===== config.mk =====
export PLATFORM = sky130hd
export DESIGN_NAME = alu_seq
export DESIGN_NICKNAME = d
export VERILOG_FILES = /design/src/rtl/alu_seq.sv
export SDC_FILE = /design/constraint.sdc
export NUM_CORES = 1
export LEC_CHECK = 0
export BUFFER_PORTS_ARGS = -buffer_cell sky130_fd_sc_hd__buf_2
export CAP_MARGIN = 10
export CORE_UTILIZATION = 40
export DETAILED_ROUTE_END_ITERATION = 7
export GPL_ROUTABILITY_DRIVEN = 0
export SETUP_SLACK_MARGIN = 0.1
export SLEW_MARGIN = 20
export SYNTH_ARGS = -nofsm -noshare
export SYNTH_HDL_FRONTEND = slang
export SYNTH_SLANG_ARGS = --single-unit
export TNS_END_PERCENT = 100

===== constraint.sdc =====
create_clock -name clk -period 3.76 [get_ports clk]
set_clock_uncertainty 0.2 [all_clocks]
set_input_delay 0.564 -clock clk [delete_from_list [all_inputs] [get_ports clk]]
set_output_delay 0.564 -clock clk [all_outputs]
set_load 0.05 [all_outputs]

===== src/rtl/alu_seq.sv =====
// Execute sequencer for the external 8-bit alu.
// Register file, C/Z flags and a two-pass carry chain for wide pair ops.
module alu_seq #(
  parameter  int NREG = 4,
  localparam int RW   = $clog2(NREG)
) (
  input  logic          clk,
  input  logic          rst_n,
  input  logic          cmd_valid,
  output logic          cmd_ready,
  input  logic [2:0]    cmd_op,
  input  logic [RW-1:0] cmd_rd,
  input  logic [RW-1:0] cmd_rs,
  input  logic          cmd_wide,
  input  logic          cmd_usec,
  input  logic          load_en,
  input  logic [RW-1:0] load_addr,
  input  logic [7:0]    load_data,
  input  logic [RW-1:0] rd_addr,
  output logic [7:0]    rd_data,
  output logic [7:0]    alu_a,
  output logic [7:0]    alu_b,
  output logic          alu_cin,
  output logic [2:0]    alu_op,
  input  logic [7:0]    alu_y,
  input  logic          alu_cout,
  output logic          done_valid,
  output logic [7:0]    done_y,
  output logic          flag_c,
  output logic          flag_z
);

  typedef enum logic [1:0] {IDLE, EX0, EX1, DONE} state_e;

  localparam logic [2:0]    OP_RRC = 3'b011;
  localparam logic [RW-1:0] ONE    = 1;

  state_e        state_q, state_d;
  logic [7:0]    regs_q [NREG];
  logic [7:0]    regs_d [NREG];
  logic [2:0]    op_q, op_d;
  logic [RW-1:0] rd_q, rd_d;
  logic [RW-1:0] rs_q, rs_d;
  logic          wide_q, wide_d;
  logic          usec_q, usec_d;
  logic          chain_q, chain_d;
  logic          zacc_q, zacc_d;
  logic          c_q, c_d;
  logic          z_q, z_d;
  logic [7:0]    done_y_q, done_y_d;

  logic          ex;
  logic          pass_hi;
  logic          last;
  logic [RW-1:0] a_idx;
  logic [RW-1:0] b_idx;

  always_ff @(posedge clk or negedge rst_n) begin
    if (!rst_n) begin
      state_q <= IDLE;
    end else begin
      state_q <= state_d;
    end
  end

  always_comb begin
    state_d = state_q;
    unique case (state_q)
      IDLE: if (cmd_valid) state_d = EX0;
      EX0:  state_d = wide_q ? EX1 : DONE;
      EX1:  state_d = DONE;
      DONE: state_d = IDLE;
      default: state_d = IDLE;
    endcase
  end

  always_comb begin
    cmd_ready  = (state_q == IDLE);
    done_valid = (state_q == DONE);
    ex         = (state_q == EX0) || (state_q == EX1);
  end

  // RRC rotates right, so the high byte must go first to feed its lsb down.
  always_comb begin
    pass_hi = (op_q == OP_RRC);
    if (state_q == EX1) pass_hi = ~pass_hi;
    a_idx = rd_q;
    b_idx = rs_q;
    if (wide_q) begin
      a_idx = (rd_q & ~ONE) | (pass_hi ? ONE : '0);
      b_idx = (rs_q & ~ONE) | (pass_hi ? ONE : '0);
    end
    last = (state_q == EX1) || !wide_q;
  end

  always_comb begin
    alu_a   = '0;
    alu_b   = '0;
    alu_cin = 1'b0;
    alu_op  = '0;
    if (ex) begin
      alu_a   = regs_q[a_idx];
      alu_b   = regs_q[b_idx];
      alu_op  = op_q;
      alu_cin = (state_q == EX0) ? (usec_q & c_q) : chain_q;
    end
  end

  always_comb begin
    regs_d   = regs_q;
    op_d     = op_q;
    rd_d     = rd_q;
    rs_d     = rs_q;
    wide_d   = wide_q;
    usec_d   = usec_q;
    chain_d  = chain_q;
    zacc_d   = zacc_q;
    c_d      = c_q;
    z_d      = z_q;
    done_y_d = done_y_q;
    if (state_q == IDLE) begin
      if (load_en) regs_d[load_addr] = load_data;
      if (cmd_valid) begin
        op_d   = cmd_op;
        rd_d   = cmd_rd;
        rs_d   = cmd_rs;
        wide_d = cmd_wide;
        usec_d = cmd_usec;
      end
    end else if (ex) begin
      regs_d[a_idx] = alu_y;
      chain_d       = alu_cout;
      zacc_d        = (alu_y == 8'h00);
      if (last) begin
        c_d      = alu_cout;
        z_d      = (alu_y == 8'h00) && (state_q == EX0 || zacc_q);
        done_y_d = alu_y;
      end
    end
  end

  always_ff @(posedge clk or negedge rst_n) begin
    if (!rst_n) begin
      for (int i = 0; i < NREG; i++) regs_q[i] <= '0;
      op_q     <= '0;
      rd_q     <= '0;
      rs_q     <= '0;
      wide_q   <= 1'b0;
      usec_q   <= 1'b0;
      chain_q  <= 1'b0;
      zacc_q   <= 1'b0;
      c_q      <= 1'b0;
      z_q      <= 1'b0;
      done_y_q <= '0;
    end else begin
      regs_q   <= regs_d;
      op_q     <= op_d;
      rd_q     <= rd_d;
      rs_q     <= rs_d;
      wide_q   <= wide_d;
      usec_q   <= usec_d;
      chain_q  <= chain_d;
      zacc_q   <= zacc_d;
      c_q      <= c_d;
      z_q      <= z_d;
      done_y_q <= done_y_d;
    end
  end

  assign rd_data = regs_q[rd_addr];
  assign done_y  = done_y_q;
  assign flag_c  = c_q;
  assign flag_z  = z_q;

endmodule


==> flow_metrics.tcl <==
set metrics [dict create \
    place_ws_ns 0.4914 \
    drt_pass1_iterations 4 \
    path_class "flop to output pin" \
    ys_seq_area_share_pct 40.40 \
    fin_ws_ns 0.2935 \
    synth_area_per_cell_um2 12.43 \
    hold_class "input pin to async pin" \
    post-route-min-period_ns 3.466 \
    regToRegEndpoint "regs_q[9]" \
    clock-sinks 55 \
    ys_seq_elements 55 \
    drc 0 \
    tritoncts "built" \
    grt_pass1_wl_mm 14.11 \
    fillerInstances 756 \
    dpl.hpwl_mm 6.137 \
    io_buffers 73 \
    worstMarginPinSlew_ns 0.6985 \
    crit_required_ns 3.00 \
    synth_nets 312 \
    synthCells 274 \
    nets 379 \
    grt_usage_pct 21.42 \
    placeableCoreArea_mm2 0.008217 \
    ys.flop_type "dfrtp_1" \
    clockBufferDepth 2 \
    cap_violations 0 \
    fp.dieArea_mm2 0.008891 \
    yosys_warnings 0 \
    cp.arrival_ns 2.70 \
    rsz0062_at_grt "no" \
    reg2reg_depth 7 \
    diodes 0 \
    cts_made_buffers 5 \
    grt_max_degree 29 \
    rrSetupSlack_ns 1.01 \
    syn_to_final_growth_pct 15.83 \
    status "complete, no violations" \
    drtIter0Drc 184 \
    drive_above_1_share_pct 49.42 \
    routedWlPerCell_um 19.75 \
    finalCritPeriodShare_pct 92.19 \
    initial_core_util_pct 41.46 \
    path_clk_slew_ns 0.10 \
    fmax_ghz 0.2885 \
    insertion_delay_ns 0.30 \
    grt.overflow.total 0 \
    antenna_found_initial 0 \
    routed_wl_mm 8.829 \
    fin_hold_ws_ns 0.08392 \
    cp-end-kind "output pin" \
    cts-root-buf "clkbuf_8" \
    htreeDepth 2 \
    drv_slew 0 \
    grt_pass1_vias 2608 \
    async_flop_share_pct 100.0 \
    ios 74 \
    syn_area_mm2 0.003407 \
    utilization_pct 48.03 \
    startpoint_type "flop" \
    tns_ns 0 \
    synth-edff-count 0 \
    viasPerCell 5.837 \
    setup_viol 0 \
    die_h_um 94.29 \
    ys_types 37 \
    relSlewSlack_pct 53.43 \
    final_hold_viol_count 0 \
    vias 2609 \
    antenna_left 0 \
    die_x_um 94.29 \
    r2r-start "state_q[0]" \
    path_max_fanout 26 \
    cts_hold_buffers 0 \
    num_rows 33 \
]
==> routing by layer <==
| layer | routed length [um] | GRT usage (%) |
|---|---|---|
| met5 | 0 | 0 |
| met3 | 397 | 2.913 |
| met4 | 136 | 6.667 |
| met1 | 3848 | 28.69 |
| met2 | 4448 | 35.81 |
==> sequential cells by signal (all words and copies together), names as in the netlist <==
register and flops:
regs_q 32, zacc_q 1, wide_q 1, flag_c 1, usec_q 1, chain_q 1
op_q 3, state_q 2, done_y 8, rs_q 2, rd_q 2, flag_z 1
==> critical path, cell delays in order, from the launching register on <==
cell and delay [ns]:
dfrtp_1 0.44, inv_1 0.09, ha_1 0.25, nor3_4 0.25, o31a_1 0.20, buf_12 0.21
mux4_1 0.57, and2_1 0.17, buf_2 0.20
==> area by class of cell <==
type	instances	area [um^2]	area share (%)
tap	105	131.4	3.329
inverter	4	15.01	0.3805
clock buffer	8	100.1	2.536
multi-input combinational	196	1901	48.16
sequential	55	1376	34.88
timing repair buffer	79	422.9	10.72
==> worst max-delay path by stage <==
stage	cells after the start	slack, ns	start	endpoint
finish	8	0.29	state_q[0]	alu_a[2]
global route	8	0.14	state_q[0]	alu_a[2]
CTS	7	0.13	state_q[0]	alu_b[2]
detailed placement	7	0.49	state_q[0]	alu_b[4]
global placement	8	0.58	state_q[0]	alu_a[3]
floorplan	8	0.74	state_q[0]	alu_a[4]
==> logic make-up after synthesis <==
family	Yosys count	share of synthesized area [%]
and+or+nand+nor	70	10.17
AOI/OAI and AO/OA	47	10.65
buffers and inverters	23	4.150
DFF	55	40.40
adders and majority gates	4	1.469
muxes	75	33.16
==> synthesized netlist by cell type, types with 2 or more instances <==
cell type / number / area (um^2)
and2_1: 18 / 112.6
buf_1: 4 / 15.01
buf_2: 2 / 10.01
clkbuf_1: 7 / 26.28
clkbuf_8: 3 / 41.29
dfrtp_1: 55 / 1376
ha_1: 4 / 50.05
inv_1: 4 / 15.01
mux2_2: 51 / 574.3
mux4_1: 4 / 105.1
mux4_2: 20 / 450.4
nand2_1: 31 / 116.4
nand2b_1: 6 / 37.54
nor2_1: 5 / 18.77
o21ai_0: 4 / 20.02
o22ai_1: 32 / 200.2
o32ai_4: 2 / 55.05
or2_2: 3 / 18.77
==> cells in the final DEF (no fill, tap or decap), types with 6 or more instances in the layout <==
cell	count
and2_1	18
o22ai_1	32
mux2_2	51
clkbuf_8	7
nand2b_1	6
buf_2	73
mux4_2	20
nand2_1	31
dfrtp_1	55
==> repair_timing <==
action | in CTS | in global routing
setup buffers | 0 | 0
gates resized for setup | 0 | 2
setup endpoints to repair | 0 | 16
==> metrics by stage <==
step,instance area [um^2],std cells
final,3946,447
after global routing,3946,447
after CTS,3935,447
after detailed placement,3835,439
after global placement,3835,439
after floorplan,3407,274
Power is left out: the tool's default activity adds up to more than one toggle a clock period on the data nets, which glitch-free logic cannot reach.
